### config.mk
export PLATFORM = sky130hd
export DESIGN_NAME = tanh_arg_cond
export DESIGN_NICKNAME = d
export VERILOG_FILES = /design/src/rtl/tanh_arg_cond.sv
export SDC_FILE = /design/constraint.sdc
export NUM_CORES = 1
export LEC_CHECK = 0
export BUFFER_PORTS_ARGS = -buffer_cell sky130_fd_sc_hd__clkbuf_2
export CORE_ASPECT_RATIO = 1.2
export CORE_UTILIZATION = 32
export CTS_BUF_LIST = sky130_fd_sc_hd__clkbuf_4 sky130_fd_sc_hd__clkbuf_8 sky130_fd_sc_hd__clkbuf_16
export CTS_CLUSTER_SIZE = 16
export DETAILED_ROUTE_END_ITERATION = 10
export HOLD_SLACK_MARGIN = 0.1
export PLACE_DENSITY = 0.59
export SLEW_MARGIN = 20
export SYNTH_ARGS = -nofsm -noshare
export SYNTH_HDL_FRONTEND = slang
export SYNTH_SLANG_ARGS = --single-unit
export TNS_END_PERCENT = 1
### constraint.sdc
create_clock -name clk -period 1.8 [get_ports clk]
set_clock_uncertainty 0.05 [all_clocks]
set_input_delay 0.18 -clock clk [delete_from_list [all_inputs] [get_ports clk]]
set_output_delay 0.18 -clock clk [all_outputs]
set_load 0.005 [all_outputs]
### src/rtl/tanh_arg_cond.sv
// tanh_arg_cond: folds a signed argument into the tanh core's [0, ZMAX] domain and restores the sign on its result
module tanh_arg_cond #(
   parameter int                 word_SZ = 18,
   parameter int                 frac_SZ = 16,
   parameter logic [word_SZ-1:0] ZMAX    = word_SZ'(1) << frac_SZ,
   parameter int                 LAT     = 33
) (
   input  logic               clk,
   input  logic               rst_n,
   input  logic               in_valid,
   input  logic [word_SZ-1:0] in_data,
   output logic [word_SZ-1:0] core_angle,
   input  logic [word_SZ-1:0] core_result,
   output logic               out_valid,
   output logic [word_SZ-1:0] out_data,
   output logic               out_clip,
   output logic [15:0]        clip_count
);
   localparam logic [word_SZ-1:0] MOST_NEG = {1'b1, {(word_SZ-1){1'b0}}};
   logic [word_SZ-1:0] mag, angle_q, angle_d, data_q, data_d;
   logic               clip, valid_q, clip_q, clip_d;
   // {valid, sign, clip}: [0] travels alongside core_angle, [LAT] meets its core_result
   logic [LAT:0][2:0]  sb_q, sb_d;
   logic [15:0]        cnt_q, cnt_d;
   // Input stage: fold to magnitude, clip to ZMAX, tag a sideband entry, count clips
   always_comb begin
      mag     = in_data[word_SZ-1] ? -in_data : in_data;
      clip    = (in_data == MOST_NEG) || (mag > ZMAX);
      angle_d = in_valid ? (clip ? ZMAX : mag) : '0;
      sb_d    = {sb_q[LAT-1:0], {in_valid, in_valid & in_data[word_SZ-1], in_valid & clip}};
      cnt_d   = (in_valid && clip && cnt_q != 16'hFFFF) ? cnt_q + 16'd1 : cnt_q;
   end
   // Output stage: restore the sign when the leaving entry is valid, otherwise hold
   always_comb begin
      data_d = sb_q[LAT][2] ? (sb_q[LAT][1] ? -core_result : core_result) : data_q;
      clip_d = sb_q[LAT][2] ? sb_q[LAT][0] : clip_q;
   end
   // State registers; the core itself is unreset, its stale output is masked by sideband valid
   always_ff @(posedge clk or negedge rst_n) begin
      if (!rst_n) begin
         angle_q <= '0;
         sb_q    <= '0;
         valid_q <= 1'b0;
         data_q  <= '0;
         clip_q  <= 1'b0;
         cnt_q   <= '0;
      end else begin
         angle_q <= angle_d;
         sb_q    <= sb_d;
         valid_q <= sb_q[LAT][2];
         data_q  <= data_d;
         clip_q  <= clip_d;
         cnt_q   <= cnt_d;
      end
   end
   assign core_angle = angle_q;
   assign out_valid  = valid_q;
   assign out_data   = data_q;
   assign out_clip   = clip_q;
   assign clip_count = cnt_q;
endmodule

==> results.md, run 1 <==
| Result | Reported | Unit |
|:---|:---|:---|
| Sequential area share after synthesis | 68.4 | % |
| Mean number of vias per cell | 4.56 | - |
| Fill cell count | 1596 | - |
| Cells after DPL | 814 | - |
| IR Drop Worst-Case VDD | 0.765 | mV |
| Vias in the first global route | 4122 | - |
| Synthesized instance count | 434 | - |
| Largest delay share family, worst path | simple AND/OR/NAND/NOR gates | - |
| Worst slew margin relative to its limit | 63.8 | % |
| Distinct cell type count after synthesis | 54 | - |
| Post-synth design cell area | 5710 | um2 |
| Clock-pin slew reported for the worst setup and hold paths after clock tree synthesis | 0.06 | ns |
| # port buffers | 92 | - |
| Bufs on Longest Clock Path | 2 | - |
| Post-route antenna net violation count | 0 | - |
| Maximum level of the CTS H-tree | 4 | - |
| Sum Neg Setup Slack | -19.09 | ns |
| Worst hold-check slack | 0.133 | ns |
| Critical Path AT | 2.73 | ns |
| Die extent in x | 124 | um |
| Top FF cell, synth | sky130_fd_sc_hd__dfrtp_1 | - |
| Post-Syn Area per Cell | 13.2 | um2 |
| Total power density per cell area | 1080 | nW/um2 |
| HPWL Detailed | 8.14 | mm |
| Share of flip-flops with an asynchronous set or reset after synthesis | 100 | % |
| Setup-violating endpoint count in the final report | 35 | - |
| Number of storage elements in the synthesis netlist | 156 | - |
| Antenna Cells | 0 | - |
| Number of enable flip-flop cells after synthesis | 0 | - |
| Fin crit share | 138 | % |
| Fraction of layout cells with a size suffix above 1 | 38.8 | % |
| Max Cap Viol | 0 | - |
| Nets | 670 | - |
| Maximum cell stage delay along the critical path | 0.53 | ns |
| LEAKAGE | 0.00373 | uW |
| Vias | 3920 | - |
| Clock sink count | 156 | - |
| Start-to-end type of the worst setup path | in -> reg | - |
| Synth-to-Final Area Change | 38.1 | % |
| Shortest period the worst path allows | 2.48 | ns |
| Outcome | finished, violations left | - |
| Number of optimization iterations in the first detailed-route pass | 4 | - |
| Nature of the critical path startpoint | input pin | - |
| Maximum number of pins on one net before global-route repair | 51 | - |
| Number of buffers created by CTS | 17 | - |
| Cell Chain, Critical Path | clkbuf_2 > inv_2 > ha_4 > or4b_4 > or4_4 > mux2i_1 > o221ai_1 > or4_4 > nand2_2 > mux2_4 | - |
| Total chip power | 8540 | uW |
| Setup repair after global routing missed its margin | true | - |
| Total Die Area | 18400 | um2 |
| Worst slack, placed | -1.20 | ns |
| Largest fanout on the critical path | 6 | - |
| Most common cell on crit path | sky130_fd_sc_hd__or4_4 | - |
| Setup Fix Bufs, Post-CTS | 0 | - |
| Final hold viol count | 0 | - |
| Upper clock frequency limit | 0.403 | GHz |
| Slowest stage cell, crit path | sky130_fd_sc_hd__or4_4 | - |
| Average routed wire per standard cell | 13.5 | um |
| WP data required | 2.05 | ns |
| Total gr overflow | 0 | - |
| Least-Margin Pin Slew | 0.536 | ns |
| DRC viols | 0 | - |
| Number of rows created at floorplan | 53 | - |
| Clock latency reported for the late side of the worst-skew pair | 0.41 | ns |
| Total buffers and inverters traversed by the critical path | 2 | - |
| Count of pins over their slew limit | 0 | - |
| Wire length of the first global-routing pass | 19.2 | mm |
| Final Wtd Congestion | 0.880 | - |
| Height of the die | 148 | um |
| Final critical-path setup slack | -0.683 | ns |
| Worst Hold Class | in -> reg | - |
| Core area | 17500 | um2 |
| DRT Wirelength | 11.6 | mm |
| Post-Synthesis Net Count | 477 | - |
| Root buffer cell | sky130_fd_sc_hd__clkbuf_16 | - |
| CP endpoint kind | flop | - |
| TritonCTS clock tree | yes | - |
| Overall routing resource usage | 13.6 | % |
| Yosys warning total | 0 | - |
| Detailed Route Iter0 Violations | 137 | - |
| Initial Util | 32.6 | % |
| Final non-filler cell total | 859 | - |
| Top-Level Pins | 93 | - |
| Violated checks | negative setup slack | - |
| Initial antenna violation count | 0 | - |
## worst reg2reg max path, cell delays in order (launching register included)
cell and delay (ns):
sky130_fd_sc_hd__dfrtp_1 0.35, sky130_fd_sc_hd__and3_1 0.19, sky130_fd_sc_hd__and3_1 0.24, sky130_fd_sc_hd__nand3_1 0.11
sky130_fd_sc_hd__nor3_1 0.26, sky130_fd_sc_hd__nor2_2 0.04, sky130_fd_sc_hd__buf_4 0.17, sky130_fd_sc_hd__nand2_2 0.09
sky130_fd_sc_hd__mux2_4 0.29
## Yosys cell counts, types with 5 or more instances
| library cell | instances | area, um2 |
|---|---|---|
| sky130_fd_sc_hd__buf_6 | 5 | 56.3 |
| sky130_fd_sc_hd__xnor2_1 | 16 | 140 |
| sky130_fd_sc_hd__clkbuf_1 | 13 | 48.8 |
| sky130_fd_sc_hd__o31ai_1 | 6 | 45.0 |
| sky130_fd_sc_hd__nand3_1 | 9 | 45.0 |
| sky130_fd_sc_hd__inv_1 | 9 | 33.8 |
| sky130_fd_sc_hd__a21oi_1 | 19 | 95.1 |
| sky130_fd_sc_hd__nor2_1 | 37 | 139 |
| sky130_fd_sc_hd__and3_1 | 7 | 43.8 |
| sky130_fd_sc_hd__xor2_1 | 27 | 236 |
| sky130_fd_sc_hd__o21ai_0 | 13 | 65.1 |
| sky130_fd_sc_hd__dfrtp_1 | 156 | 3900 |
| sky130_fd_sc_hd__or3_1 | 6 | 37.5 |
| sky130_fd_sc_hd__nand3_2 | 8 | 80.1 |
| sky130_fd_sc_hd__or4_1 | 8 | 60.1 |
| sky130_fd_sc_hd__nor3_1 | 9 | 45.0 |
| sky130_fd_sc_hd__nand2_1 | 18 | 67.6 |
## flip-flops by register name, indices dropped and copies added, names as in the netlist
| signal | count |
|---|---|
| sb_d | 99 |
| core_angle | 18 |
| out_data | 18 |
| out_clip | 1 |
| clip_count | 16 |
| out_valid | 1 |
| sb_q | 3 |
## layout by cell type (no fill, tap or decap), drive strengths merged, types with 4 or more instances in the layout
cell,n
a21oi,19
and3,7
buf,90
clkbuf,110
clkinv,7
dfrtp,156
dlygate4sd3,14
ha,4
inv,11
mux2,5
mux2i,4
nand2,19
nand2b,4
nand3,17
nor2,38
nor3,9
o21ai,14
o31ai,6
o41ai,4
or2,4
or3,6
or4,9
xnor2,16
xor2,27
## layout make-up
| cell class | instances | area, um2 | area share, % |
|---|---|---|---|
| clock inverters | 12 | 164 | 2.08 |
| clock buffers | 19 | 447 | 5.67 |
| well taps | 220 | 275 | 3.49 |
| inverters | 9 | 33.8 | 0.429 |
| multi-input cells | 248 | 1730 | 22.0 |
| flip-flops and latches | 156 | 3900 | 49.5 |
| repair buffers | 195 | 1330 | 16.9 |
## report_power, final
group	internal (uW)	total (uW)	switching (uW)
sequential	3790	3920	135
combinational	517	994	478
clock	2240	3620	1380
total	6540	8540	1990
## per-stage QoR
stage / area [um2] / utilization, %
after floorplan: 5720 / -
after global placement: 7060 / 40.3
after detailed placement: 7060 / 40.3
after CTS: 7850 / 44.9
after global routing: 7880 / 45.0
final: 7880 / 45.0
## cell families after synthesis
group | Yosys count | share of synthesized area (%)
muxes | 9 | 1.69
DFF | 156 | 68.4
buffers and inverters | 30 | 2.74
other | 1 | 0.0657
xor gates and xnor gates | 43 | 6.60
and+or+nand+nor | 132 | 13.0
adders and majority gates | 4 | 0.877
AOI/OAI and AO/OA | 59 | 6.71
## path summary, 6_finish.rpt
path | cells after the start | endpoint | start | slack [ns]
setup / recovery | 10 | clip_count[1]$_DFFE_PN0P_ | in_data[1] | -0.68
hold / removal | 4 | core_angle[6]$_DFF_PN0_ | in_data[6] | 0.13
setup reg to reg | 8 | clip_count[1]$_DFFE_PN0P_ | clip_count[8]$_DFFE_PN0P_ | -0.12
hold reg to reg | 0 | sb_d[21]$_DFF_PN0_ | sb_d[18]$_DFF_PN0_ | 0.29
max in group asynchronous | 3 | sb_d[35]$_DFF_PN0_ | rst_n | 0.87
min in group asynchronous | 2 | out_data[1]$_DFFE_PN0P_ | rst_n | 0.17
## repair_timing
item,in CTS,in global routing
pin swaps,2,1
resized for setup,9,6
hold buffers,14,0
setup endpoints to repair,37,37
endpoints found under the hold margin,170,0
## metal layers
layer | GRT usage (%) | vias to the layer above | wire length (um)
met1 | 15.4 | 1915 | 5020
met5 | 0 | - | 0
met3 | 5.37 | 21 | 788
met4 | 5.77 | 0 | 260
li1 | - | 1872 | -
met2 | 22.4 | 112 | 5520
(Power assumes the default switching activity.)
==> run 2: changes to the inputs <==
Settings changed: REMOVE_ABC_BUFFERS from default to 1, SKIP_CTS_REPAIR_TIMING from default to 1.
==> results.md, run 2 (same netlist as run 1, synthesis figures left out) <==
| Result | Reported | Unit | Delta |
|:---|:---|:---|:---|
| Met1 Usage GRT | 15.1 | % | -0.33 points |
| Worst Reg2Reg Path Length in Cells | 8 | - | unchanged |
| Antenna Cells | 0 | - | unchanged |
| Cells after DPL | 807 | - | -0.86% |
| Height of the die | 148 | um | unchanged |
| Post-route cell area | 7780 | um2 | -1.3% |
| Commonest non-fill, non-tap cell in the layout | sky130_fd_sc_hd__dfrtp_1 | - |  |
| Final critical-path setup slack | -0.746 | ns | -0.0624 ns |
| Violated checks | negative setup slack | - |  |
| Total chip power | 8510 | uW | -0.36% |
| IR Drop Worst-Case VDD | 0.690 | mV | -9.8% |
| # port buffers | 92 | - | unchanged |
| Fraction of layout cells with a size suffix above 1 | 38.6 | % | -0.18 points |
| Top library cells by usage in the layout, fill and taps aside | sky130_fd_sc_hd__dfrtp_1 (156), sky130_fd_sc_hd__clkbuf_2 (91), sky130_fd_sc_hd__buf_4 (78) | - |  |
| Final hold viol count | 0 | - | unchanged |
| Setup-violating endpoint count in the final report | 35 | - | unchanged |
| Core area | 17500 | um2 | unchanged |
| CP Launch Point | in_data[1] | - |  |
| Maximum number of pins on one net before global-route repair | 54 | - | +5.9% |
| Max Cap Viol | 0 | - | unchanged |
| Initial antenna violation count | 0 | - | unchanged |
| Upper clock frequency limit | 0.393 | GHz | -2.5% |
| Number of optimization iterations in the first detailed-route pass | 6 | - | +2 |
| Synth-to-Final Area Change | 36.2 | % |  |
| Total gr overflow | 0 | - | unchanged |
| Bufs on Longest Clock Path | 2 | - | unchanged |
| Initial Util | 32.6 | % | unchanged |
| Fin crit share | 141 | % | +3.5 points |
| Mean number of vias per cell | 4.60 | - | +0.74% |
| Capturing point of the worst reg2reg path | clip_count[1]$_DFFE_PN0P_ | - |  |
| Worst slack, placed | -1.27 | ns | -0.0668 ns |
| Met2 routing resource usage after global routing | 21.0 | % | -1.4 points |
| Count of pins over their slew limit | 0 | - | unchanged |
| HPWL Detailed | 7.56 | mm | -7.1% |
| WP data required | 2.05 | ns | about the same |
| TritonCTS clock tree | yes | - |  |
| Detailed Route Iter0 Violations | 132 | - | -3.6% |
| Fill cell count | 1623 | - | +1.7% |
| Clock latency reported for the late side of the worst-skew pair | 0.42 | ns | about the same |
| Overall routing resource usage | 12.7 | % | -0.82 points |
| Layer carrying the most global-route usage | met2 | - |  |
| Met3 track demand over resource in global routing | 3.41 | % | -2.0 points |
| Die extent in x | 124 | um | unchanged |
| Root buffer cell | sky130_fd_sc_hd__clkbuf_16 | - |  |
| Final Wtd Congestion | 0.854 | - | -2.9% |
| Wire length of the first global-routing pass | 18.1 | mm | -5.6% |
| End point of the most critical hold path | core_angle[1]$_DFF_PN0_ | - |  |
| Vias in the first global route | 3979 | - | -3.5% |
| Shortest period the worst path allows | 2.55 | ns | +0.0624 ns |
| Number of rows created at floorplan | 53 | - | unchanged |
| Number of buffers created by CTS | 17 | - | unchanged |
| Largest fanout on the critical path | 5 | - | -1 |
| Final non-filler cell total | 849 | - | -1.2% |
| Reg2reg setup slack | -0.11 | ns | about the same |
| Vias | 3903 | - | -0.43% |
| Setup repair after global routing missed its margin | true | - |  |
| Top-Level Pins | 93 | - | unchanged |
| Start of the worst register-to-register path | clip_count[6]$_DFFE_PN0P_ | - |  |
| Worst Hold Class | in -> reg | - |  |
| Total power density per cell area | 1090 | nW/um2 | +0.97% |
| Nature of the critical path startpoint | input pin | - |  |
| Nets | 659 | - | -1.6% |
| Hold Crit Depth | 4 | - | unchanged |
| Start-to-end type of the worst setup path | in -> reg | - |  |
| DRT Wirelength | 11.0 | mm | -5.1% |
| Post-route antenna net violation count | 0 | - | unchanged |
| Critical hold path startpoint | in_data[1] | - |  |
| Flip-flop count of the largest register, all copies and words added | 99 | - | unchanged |
| Total Die Area | 18400 | um2 | unchanged |
| CP endpoint kind | flop | - |  |
| DRC viols | 0 | - | unchanged |
| Placed instance area | 6980 | um2 | -1.1% |
| Clock sink count | 156 | - | unchanged |
| Clock-pin slew reported for the worst setup and hold paths after clock tree synthesis | 0.07 | ns | about the same |
| Outcome | finished, violations left | - |  |
| Average routed wire per standard cell | 13.0 | um | -4.0% |
| Maximum level of the CTS H-tree | 4 | - | unchanged |
| Critical Path AT | 2.79 | ns | +0.06 ns |
| LEAKAGE | 0.00367 | uW | -1.7% |
## run 2: cell count changes in the layout (fill, tap and decap cells not counted), sizes merged
cell	change
inv	+3
clkbuf	-2
clkinvlp	+1
buf	-7
dlygate4sd3	-4
clkinv	-1
## run 2: per-stage QoR
stage / util (%) / hold WS [ns] / TNS (ns)
global placement: 39.9 / 0.0969 / -38.56
CTS: 43.4 / -0.342 / -23.81
global route: 44.4 / 0.100 / -22.86
floorplan: - / -0.166 / -35.23
detailed placement: 39.9 / 0.108 / -41.31
finish: 44.4 / 0.0743 / -19.52
## run 2: cell type report
cell class              instances  area (um2)  area share, %
multi-input cells             248        1730           22.2
clock inverters                15         188           2.41
repair buffers                184        1220           15.7
clock buffers                  17         425           5.47
well taps                     220         275           3.54
flip-flops and latches        156        3900           50.2
inverters                       9        33.8          0.434
## run 2: power by group
part / internal, uW / switching (uW) / total (uW) / leakage (uW)
sequential: 3780 / 134 / 3920 / 0.00194
clock: 2210 / 1440 / 3650 / 0.000302
combinational: 479 / 456 / 936 / 0.00143
## run 2: critical path: stages
cell and delay, ns:
sky130_fd_sc_hd__clkbuf_2 0.10, sky130_fd_sc_hd__inv_1 0.07, sky130_fd_sc_hd__ha_1 0.15, sky130_fd_sc_hd__or4b_4 0.48
sky130_fd_sc_hd__or4_4 0.53, sky130_fd_sc_hd__mux2i_2 0.22, sky130_fd_sc_hd__o221ai_1 0.15, sky130_fd_sc_hd__or4_4 0.49
sky130_fd_sc_hd__nand2_2 0.10, sky130_fd_sc_hd__mux2_1 0.32
## run 2: how the worst max path moves through the flow
stage | end | slack, ns | depth (start not counted)
6_report | clip_count[1]$_DFFE_PN0P_ | -0.75 | 10
5_1_grt | clip_count[1]$_DFFE_PN0P_ | -0.81 | 10
4_1_cts | clip_count[1]$_DFFE_PN0P_ | -0.83 | 10
3_5_place_dp | clip_count[1]$_DFFE_PN0P_ | -1.27 | 10
3_3_place_gp | clip_count[1]$_DFFE_PN0P_ | -1.17 | 10
2_1_floorplan | clip_count[1]$_DFFE_PN0P_ | -1.38 | 9
## run 2: per-layer routing
metal / vias to the layer above / wire [um]
met5: - / 0
met4: 0 / 256
met3: 22 / 473
met2: 102 / 5340
met1: 1924 / 4940
li1: 1855 / -
